## src/rtl/rr_pop_scheduler.sv

```systemverilog
// Round-robin pop initiator for a bank of input FIFOs: serves each queue for up
// to its quantum of back-to-back pops, then rotates to the next eligible queue.
module rr_pop_scheduler #(
    parameter int NQ = 4,
    parameter int QW = 5
) (
    input  logic             clk,
    input  logic             reset,
    input  logic [NQ-1:0]    empty,
    input  logic [NQ*QW-1:0] request,
    input  logic             pause,
    output logic [NQ-1:0]    pop,
    output logic [1:0]       pop_id,
    output logic             valid,
    output logic [QW-1:0]    credit
);

    localparam logic [0:0] ST_IDLE  = 1'b0;
    localparam logic [0:0] ST_SERVE = 1'b1;

    logic [0:0]    state_reg, state_next;
    logic [1:0]    ptr_reg, ptr_next;
    logic [QW-1:0] credit_reg, credit_next;
    logic          valid_reg;
    logic [1:0]    pop_id_reg;

    logic [QW-1:0] quantum [NQ];
    logic [NQ-1:0] eligible;
    logic          found;
    logic [1:0]    found_idx;
    logic          pop_fire;

    generate
        for (genvar gi = 0; gi < NQ; gi++) begin : g_queue
            assign quantum[gi]  = request[gi*QW +: QW];
            assign eligible[gi] = !empty[gi] && (quantum[gi] != '0);
        end
    endgenerate

    // Scan from the farthest offset down so the nearest queue after ptr wins;
    // offset NQ wraps to ptr itself, which therefore has the lowest priority.
    always_comb begin
        found     = 1'b0;
        found_idx = ptr_reg;
        for (int k = NQ; k >= 1; k--) begin
            if (eligible[ptr_reg + 2'(k)]) begin
                found     = 1'b1;
                found_idx = ptr_reg + 2'(k);
            end
        end
    end

    assign pop_fire = (state_reg == ST_SERVE) && !pause && !empty[ptr_reg]
                      && (credit_reg != '0);
    assign pop      = pop_fire ? ({{(NQ-1){1'b0}}, 1'b1} << ptr_reg) : '0;

    always_comb begin
        state_next  = state_reg;
        ptr_next    = ptr_reg;
        credit_next = credit_reg;
        if (!pause) begin
            if (state_reg == ST_IDLE) begin
                if (found) begin
                    state_next  = ST_SERVE;
                    ptr_next    = found_idx;
                    credit_next = quantum[found_idx];
                end
            end else if (pop_fire && (credit_reg != QW'(1))) begin
                credit_next = credit_reg - QW'(1);
            end else begin
                // Quantum exhausted or current queue ran dry: leftover credit is dropped.
                if (found) begin
                    ptr_next    = found_idx;
                    credit_next = quantum[found_idx];
                end else begin
                    state_next  = ST_IDLE;
                    credit_next = '0;
                end
            end
        end
    end

    always_ff @(posedge clk or negedge reset) begin
        if (!reset) begin
            state_reg  <= ST_IDLE;
            ptr_reg    <= '0;
            credit_reg <= '0;
            valid_reg  <= 1'b0;
            pop_id_reg <= '0;
        end else begin
            state_reg  <= state_next;
            ptr_reg    <= ptr_next;
            credit_reg <= credit_next;
            valid_reg  <= |pop;
            pop_id_reg <= ptr_reg;
        end
    end

    assign valid  = valid_reg;
    assign pop_id = pop_id_reg;
    assign credit = credit_reg;

endmodule
```

## config.mk

```make
export PLATFORM = sky130hd
export DESIGN_NAME = rr_pop_scheduler
export DESIGN_NICKNAME = d
export VERILOG_FILES = /design/src/rtl/rr_pop_scheduler.sv
export SDC_FILE = /design/constraint.sdc
export NUM_CORES = 1
export LEC_CHECK = 0
export CORE_MARGIN = 5
export CORE_UTILIZATION = 45
export DETAILED_ROUTE_END_ITERATION = 6
export HOLD_SLACK_MARGIN = 0.12
export PLACE_DENSITY = 0.79
export SKIP_LAST_GASP = 1
export SYNTH_ARGS = -nofsm -noshare
export SYNTH_HDL_FRONTEND = slang
export SYNTH_SLANG_ARGS = --single-unit
export TNS_END_PERCENT = 100
```

## constraint.sdc

```tcl
create_clock -name clk -period 2.4 [get_ports clk]
set_input_delay 0.24 -clock clk [delete_from_list [all_inputs] [get_ports clk]]
set_output_delay 0.24 -clock clk [all_outputs]
set_load 0.005 [all_outputs]
```

* Yosys cells after proc, flatten, opt, wreduce, memory -nomap -nowiden *
Index checks and enable logic that the tools add are counted.

storage, ports and cells
  input port bits = 27
  output and inout bits = 12
  word-level logic and storage cells = 73
  register bits = 11

cells by class
  magnitude comparators = 5
  shift-type cells = 1
  eq/ne operators = 2
  multiplexer cells = 31
  bitwise logic cells = 2
  add/sub/neg operators = 4
  reductions and logical operators = 23

operators with widths
  operator                                               count
  2-to-1 mux 5 bit                                       6
  nonzero test 5 bit                                     5
  < comparator 2 x 3 -> 1 bit, second input constant     4
  2-to-1 mux 1 bit                                       12
  2-to-1 mux 2 bit                                       6
  binary-select mux 1 bit (select 2 bit)                 5
  binary-select mux 5 bit (select 2 bit)                 1
  logical AND 1 bit                                      8
  zero test 1 bit                                        6
  inequality test 5 x 1 -> 1 bit, second input constant  1
  subtractor 5 x 1 -> 5 bit, second input constant       1
  adder 2 bit, second input constant                     2
  2-to-1 mux 4 bit                                       1
  AND reduction 2 bit                                    2
  OR reduction 4 bit                                     1
  left shift 1 x 2 -> 4 bit, first input constant        1
  >= comparator 3 bit, second input constant             1
  inverter 2 -> 3 bit                                    1
  adder 2 x 1 -> 2 bit, second input constant            1
  inequality test 2 bit, second input constant           1
  nonzero test 2 bit                                     1
  inverter 1 bit                                         1

* Depth between registers and ports, before layout *
Gate-level depths: netlist of run 1.

  word-level depth = 14
  mapped depth = 10
  gate-level depth less buffers = 9

* Worst setup path before layout of run 1 *
No wires, ideal clock.

  kind = reg2reg
  from = register ptr_reg[1]
  to = register credit_reg[2] (netlist: credit[2])
  slack = 0.243 ns
  cell stages (with the launch flop) = 9
  buffers on the path = 0
  required time = 2.280 ns
  arrival time = 2.037 ns
  setup time = 0.120 ns
  clock period less this slack = 2.157 ns
  cells stage by stage = dfrtp_1 -> inv_1 -> ha_1 -> inv_1 -> o21a_1 -> o21a_4 -> nor2_2 -> mux2_4 -> o211a_1

on the way
  longest elaborated chain between the ends = 13
  elaborated cells between the ends (all ways) = 34
  those cells by class = 3 x add/sub; 24 x mux; 1 x bitwise; 6 x reduce/logical

ends and longest elaborated chain
  element                                               RTL line  RTL
  from (decl)                                           22        logic [1:0] ptr_reg, ptr_next;
  from (signal assigned)                                92        ptr_reg <= ptr_next;
  adder 2 bit                                           46, 48
  binary-select mux 1 bit (select 2 bit)                46        if (eligible[ptr_reg + 2'(k)]) begin
  2-to-1 mux 1 bit (not written as such)                46
  2-to-1 mux 2 bit (3 in series)                        46
  inverter 2 -> 3 bit (not written as such)             66, 74
  binary-select mux 5 bit (select 2 bit)                66, 74
  2-to-1 mux 5 bit (not written as such) (2 in series)  66, 74
  2-to-1 mux 5 bit                                      72        if (found) begin
  2-to-1 mux 5 bit                                      68        end else if (pop_fire && (credit_reg != QW'(1))) begin
  2-to-1 mux 5 bit                                      62        if (state_reg == ST_IDLE) begin
  to (signal assigned)                                  93        credit_reg <= credit_next;
  to (decl)                                             23        logic [QW-1:0] credit_reg, credit_next;

Several ways; a longest one is shown, not always the timed one. The select of a mux whose other input is x is not followed.
A chain may end at the register's enable or synchronous reset.

* Worst setup path in the final report of run 1 *
  from = register ptr_reg[0]
  to = output pop[3]

on the way
  longest elaborated chain between the ends = 6
  elaborated cells between the ends (all ways) = 7
  those cells by class = 1 x shift; 3 x mux; 3 x reduce/logical

ends and longest elaborated chain
  element                                 RTL line  RTL
  binary-select mux 1 bit (select 2 bit)  53        assign pop_fire = (state_reg == ST_SERVE) && !pause && !empty[ptr_reg]
  2-to-1 mux 1 bit (not written as such)  53
  zero test 1 bit                         53
  logical AND 1 bit                       53
  logical AND 1 bit                       54        && (credit_reg != '0);
  2-to-1 mux 4 bit *                      55        assign pop = pop_fire ? ({{(NQ-1){1'b0}}, 1'b1} << ptr_reg) : '0;
  to (decl)                               12        output logic [NQ-1:0] pop,

Every way passes the cells marked *; elsewhere a longest branch is shown, timed or not. The select of a mux whose other input is x is not followed.

==> metrics.md, run 1 <==
| Metric | Value |
|---|---|
| Status | `complete, no violations` |
| DRT Wirelength | `3721 µm` |
| Cell Pwr Density | `1062 mW/mm²` |
| Via Count | `1,351` |
| Vias in the first global route | `1,332` |
| Synth cell count leaders | `dfrtp_1 (11), o21ai_0 (10), a21oi_1 (8), nand3_1 (8), inv_1 (7)` |
| Met1 wire length | `1445 µm` |
| Clock Skew | `1.341 ps` |
| HPWL Detailed | `3125 µm` |
| Max Cap Viol | `0` |
| Post-route ant nets | `0` |
| Initial Util | `0.4694` |
| Final Power | `1.918 mW` |
| Leak | `0.8221 nW` |
| Clock H-tree levels | `1` |
| Post-route setup TNS | `0 ps` |
| Yosys top cell area share | `0.2389` |
| Ant. Diodes | `0` |
| 1st-iter DRT viols | `60` |
| Post-synth EDFFs | `0` |
| Crit path kind | `flip-flop to output pin` |
| Vias per std cell | `5.925` |
| Worst-Margin Slew | `477.9 ps` |
| Prevailing post-synth register cell | `dfrtp_1` |
| Clock-pin slew on the worst setup and hold paths | `70 ps` |
| Met3 wire len | `296 µm` |
| Pin count of the biggest net entering global routing | `12` |
| CTS Buffer Depth | `2` |
| Area contributors post-synth | `dfrtp_1 (24%), ha_1 (6.5%), o21ai_0 (4.3%)` |
| Yosys warns | `0` |
| DRC errors left | `0` |
| GRT Total Usage | `0.2074` |
| Core area | `0.002455 mm²` |
| Final Util | `0.7355` |
| DIE AREA | `0.003673 mm²` |
| Post-DR wirelength/cell | `16.32 µm` |
| RSZ-0062 raised after global routing | `no` |
| WHS | `307.9 ps` |
| Hold_buf cts | `0` |
| Core Rows | `18` |
| TritonRoute pass-1 iters | `4` |
| Synth async-reset ratio | `1.000` |
| Ports | `39` |
| CTS tree | `done` |
| CP arrival | `2050 ps` |
| Seq/Total Area, Yosys | `0.2389` |
| Yosys cell types | `50` |
| Die Width | `60.61 µm` |
| Fraction of final layout cells sized beyond drive strength 1 | `0.2475` |
| Count of final max-slew check failures | `0` |
| Mean post-synth cell area | `8.600 µm²` |
| Initial antenna violation count | `0` |
| Clk Latency, worst-skew pair | `250 ps` |
| # port buffers | `38` |
| Die height | `60.61 µm` |
| Worst Setup End Kind | `output pin` |
| CP Launch Type | `flip-flop` |
| Synth-to-Final Area Change | `56.68%` |
| Fmax | `435.9 MHz` |
| WL met2 | `1871 µm` |
| Yosys reg bits | `11` |
| Crit path time final | `2294 ps` |
| Grt ovf | `0` |
| CTS buffer count | `3` |
| Peak supply drop | `0.7515 mV` |
| Fin. Hold Viols | `0` |
| CP cell instances | `mux4_2 -> nor3_4 -> o21a_1 -> buf_4 -> and2_1 -> dlygate4sd2_1` |
| WP data required | `2160 ps` |
| Top sig layer | `met4` |
| Most common cell in the netlist | `dfrtp_1` |
| CTS Root Cell | `clkbuf_4` |
| Final net count | `232` |
| Worst stage delay on the critical path | `550 ps` |
| Slew Limit Headroom | `0.6804` |
| Clk sinks | `11` |
| Count of final setup violators | `0` |
| HP Class | `input pin to asynchronous set/reset pin` |
| Syn Inst Count | `134` |
| Max reg flops | `5` |
| Placer Congestion | `0.8854` |
| First-pass GRT wire length | `5747 µm` |
| Leading area contributor after synthesis | `dfrtp_1` |
| CP Max Fanout | `3` |
| Post-Syn Area | `0.001152 mm²` |
| Syn_nets | `167` |
| Worst path slowest cell | `mux4_2` |
| Final period util | `0.9560` |
routing by layer:
| metal | vias up | GRT usage |
|---|---|---|
| met3 | 14 | 0.01915 |
| li1 | 648 | - |
| met1 | 624 | 0.2477 |
| met5 | - | 0 |
| met2 | 65 | 0.3740 |
| met4 | 0 | 0.09288 |
cells by family (layout without fill, tap and decap cells):
group,after synthesis,count (layout),share of synthesized area
AOI/OAI and AO/OA,57,57,0.3627
and+or+nand+nor,44,44,0.2269
DFF,11,11,0.2389
buffers and inverters,10,74,0.03475
adders and majority gates,6,6,0.06514
muxes,5,5,0.06406
xor gates and xnor gates,1,1,0.007602
worst max-delay path, delay by kind of cell, from the launching register on:
family                 cells  cell delay [ps]
AOI/OAI and AO/OA          1              190
and+or+nand+nor            2              310
DFF                        1              390
buffers and inverters      2              350
muxes                      1              550
placed cells by master (no fill, tap or decap), types with 2 or more instances in the layout:
cell type        instances
a211oi_1                 6
a21boi_0                 3
a21o_1                   5
a21oi_1                  8
a31o_2                   2
and2_1                   4
and3_1                   3
buf_4                   24
clkbuf_4                 3
clkdlybuf4s50_1         34
dfrtp_1                 10
dlygate4sd2_1            2
dlymetal6s2s_1           2
ha_1                     6
inv_1                    7
mux2_4                   2
nand2_1                  6
nand2b_1                 3
nand3_1                  8
nor2_1                   6
o21a_1                   2
o21ai_0                 10
o21ai_1                  4
o21bai_4                 2
or4_4                    2
layout make-up:
cell class	instances	area [µm²]
clock buffer	4	26.28
fill	201	649.4
inverter	8	30.03
multi-input combinational	113	872.1
sequential	11	276.5
tap	30	37.54
timing repair buffer	62	563.0
path summary, 6_finish.rpt:
path	startpoint	to	slack, ps	depth (start not counted)
setup reg to reg	ptr_reg[0]	credit[2]	180	9
hold reg to reg	state_reg	state_reg	580	2
hold / removal	reset	pop_id[0]	310	1
max in group asynchronous	reset	ptr_reg[0]	1740	1
min in group clk	state_reg	state_reg	580	2
setup / recovery	ptr_reg[0]	pop[3]	110	6
where the power goes:
group / switching [mW] / total (mW) / internal (mW)
Sequential: 0.0949 / 0.368 / 0.273
Combinational: 0.712 / 1.43 / 0.719
Clock: 0.0553 / 0.119 / 0.0641
Total: 0.862 / 1.92 / 1.06
stage by stage:
step | instances | instance area (µm²) | setup WS (ps)
6_report | 228 | 1805 | 105.7
4_1_cts | 227 | 1764 | -88.12
3_5_place_dp | 221 | 1718 | -159.2
2_1_floorplan | 134 | 1152 | 242.7
3_3_place_gp | 221 | 1718 | -109.7
5_1_grt | 228 | 1805 | 11.42
timing repair:
| item | CTS | global route |
|---|---|---|
| buffers inserted | 2 | 1 |
| gates resized for setup | 4 | 7 |
| pin swaps | 0 | 1 |
| endpoints found under the setup margin | 4 | 7 |
Note: power is estimated with default switching activity, not from simulation.
==> run 2: changes to the inputs <==
--- a/config.mk
+++ b/config.mk
@@ -5,8 +5,10 @@
 export SDC_FILE = /design/constraint.sdc
 export NUM_CORES = 1
 export LEC_CHECK = 0
+export CORE_ASPECT_RATIO = 0.6
 export CORE_MARGIN = 5
 export CORE_UTILIZATION = 45
+export CTS_CLUSTER_DIAMETER = 60
 export DETAILED_ROUTE_END_ITERATION = 6
 export HOLD_SLACK_MARGIN = 0.12
 export PLACE_DENSITY = 0.79
@@ -14,4 +16,4 @@
 export SYNTH_ARGS = -nofsm -noshare
 export SYNTH_HDL_FRONTEND = slang
 export SYNTH_SLANG_ARGS = --single-unit
-export TNS_END_PERCENT = 100
+export TNS_END_PERCENT = 20
==> metrics.md, run 2 (same netlist as run 1, synthesis figures left out) <==
| Metric | Value |
|---|---|
| RSZ-0062 raised after global routing | `yes` |
| Count of final max-slew check failures | `0` |
| Final period util | `1.016` |
| Post-DR wirelength/cell | `16.24 µm` |
| DIE AREA | `0.003706 mm²` |
| Initial Util | `0.4666` |
| Ports | `39` |
| Die height | `49.20 µm` |
| Cell Pwr Density | `1092 mW/mm²` |
| Initial antenna violation count | `0` |
| Die Width | `75.33 µm` |
| Clock Skew | `0.7627 ps` |
| Vias in the first global route | `1,230` |
| Crit path time final | `2438 ps` |
| Worst stage delay on the critical path | `520 ps` |
| Layout fillers | `196` |
| Delay-heaviest family, CP | `buffers and inverters` |
| Core Rows | `14` |
| Post-route setup TNS | `-115.9 ps` |
| Register Area | `276.5 µm²` |
| Via Count | `1,280` |
| Placer Congestion | `0.9237` |
| Vias per std cell | `5.614` |
| First-pass GRT wire length | `5858 µm` |
| Synth-to-Final Area Change | `54.61%` |
| Post-route ant nets | `0` |
| Area of the multi-input gates | `844.6 µm²` |
| Worst-Margin Slew | `481.5 ps` |
| Pin count of the biggest net entering global routing | `12` |
| Final Util | `0.7214` |
| TritonRoute pass-1 iters | `4` |
| Clk sinks | `11` |
| Leak | `0.7908 nW` |
| Clock-pin slew on the worst setup and hold paths | `50 ps` |
| Fmax | `410.2 MHz` |
| Worst Setup End Kind | `output pin` |
| Commonest non-fill, non-tap cell in the layout | `clkdlybuf4s50_1` |
| # port buffers | `38` |
| Fin. Hold Viols | `0` |
| Max Cap Viol | `0` |
| WP data required | `2160 ps` |
| Worst path slowest cell | `mux4_2` |
| Slew Limit Headroom | `0.6780` |
| Grt ovf | `0` |
| CTS tree | `done` |
| Count of final setup violators | `4` |
| DRC errors left | `0` |
| Status | `complete, but fails checks` |
| HPWL Detailed | `3236 µm` |
| Clk Latency, worst-skew pair | `230 ps` |
| DRT Wirelength | `3703 µm` |
| CP cell instances | `clkdlybuf4s50_1 -> mux4_2 -> nor3_4 -> o21a_1 -> and2_1 -> clkdlybuf4s50_1` |
| GRT Total Usage | `0.2050` |
| Post-Layout Inst Area | `0.001782 mm²` |
| Ant. Diodes | `0` |
| CP Launch Type | `input pin` |
| 1st-iter DRT viols | `56` |
| Core area | `0.002470 mm²` |
| CTS Buffer Depth | `2` |
| Crit path kind | `input pin to output pin` |
| Bufs and invs on worst path | `2` |
| Peak supply drop | `0.5660 mV` |
| Clock H-tree levels | `1` |
| Hold_buf cts | `0` |
| CP Max Fanout | `5` |
| Placement Cell Area | `0.001720 mm²` |
| CTS Root Cell | `clkbuf_8` |
| HP Class | `input pin to asynchronous set/reset pin` |
| Fraction of final layout cells sized beyond drive strength 1 | `0.2296` |
| Final WS setup | `-38.13 ps` |
| CP arrival | `2200 ps` |
| Failing checks | `setup timing` |
| CTS buffer count | `3` |
| Cell mode on critical path | `clkdlybuf4s50_1` |
| Final net count | `230` |
| Most frequent cells in the layout | `clkdlybuf4s50_1 (35), buf_4 (22), o21ai_0 (10), dfrtp_1 (10)` |
| Max reg flops | `5` |
==> run 2: changes by cell type in the layout (fill, tap and decap cells not counted) <==
cell             delta
clkbuf_8            +3
nor4_1              +1
or3_4               -1
buf_4               -2
clkdlybuf4s50_1     +1
o21ai_4             -1
nor4_4              -1
o21ai_2             +1
clkbuf_4            -3
dlymetal6s2s_1      -1
or3_1               +1
==> run 2: routing by layer <==
metal	global-route usage	vias to the layer above	part of all wire
met3	0.05761	3	0.094
met4	0.05233	0	0.0032
met2	0.2937	60	0.43
li1	-	635	-
met1	0.2985	582	0.48
met5	0	-	0
==> run 2: where the power goes <==
group / internal (mW) / switching (mW)
combinational: 0.701 / 0.699
sequential: 0.273 / 0.0907
clock: 0.116 / 0.0641
==> run 2: worst register-to-register path, stage by stage (launching register included) <==
cell	delay, ps
dfrtp_1	410
inv_1	110
ha_1	230
nor2_1	70
nor4_1	330
nor2b_1	110
or3_1	470
a21oi_1	160
o31a_1	160
xnor2_1	110
==> run 2: through the flow <==
step / power [mW] / setup slack (ps) / hold slack [ps] / std cells
finish: 1.945 / -38.13 / 336.2 / 228
global placement: 1.688 / -324.6 / 507.8 / 223
CTS: 1.937 / -58.02 / 352.8 / 228
floorplan: 1.159 / 242.7 / -55.59 / 134
global route: 2.095 / -112.3 / 381.6 / 228
detailed placement: 1.728 / -295.5 / 504.5 / 223
==> run 2: final timing paths <==
path / startpoint / end / slack [ps] / cells past startpoint
setup / recovery: empty[3] / pop[1] / -40 / 6
max in group asynchronous: reset / ptr_reg[0] / 1710 / 1
hold reg to reg: ptr_reg[1] / pop_id[1] / 510 / 0
setup reg to reg: credit[0] / ptr_reg[0] / 150 / 9
hold / removal: reset / state_reg / 340 / 1
min in group clk: ptr_reg[1] / pop_id[1] / 510 / 0
==> run 2: cell type report <==
| type | instances | area share |
|---|---|---|
| Multi-Input combinational cell | 113 | 0.4740 |
| Timing Repair Buffer | 60 | 0.3062 |
| Sequential cell | 11 | 0.1552 |
| Clock buffer | 4 | 0.02528 |
| Tap cell | 32 | 0.02247 |
| Inverter | 8 | 0.01685 |
==> run 2: timing repair <==
item,4_1_cts,5_1_grt
endpoints found under the setup margin,6,11
buffers inserted,1,0
gates resized for setup,4,2
pin swaps,0,0
==> run 3: changes to the inputs <==
--- a/config.mk
+++ b/config.mk
@@ -5,6 +5,8 @@
 export SDC_FILE = /design/constraint.sdc
 export NUM_CORES = 1
 export LEC_CHECK = 0
+export ABC_CLOCK_PERIOD_IN_PS = 2400
+export CAP_MARGIN = 20
 export CORE_ASPECT_RATIO = 0.6
 export CORE_MARGIN = 5
 export CORE_UTILIZATION = 45
==> results of run 3 <==
Final layout, timing and power as in run 2 (identical DEF).
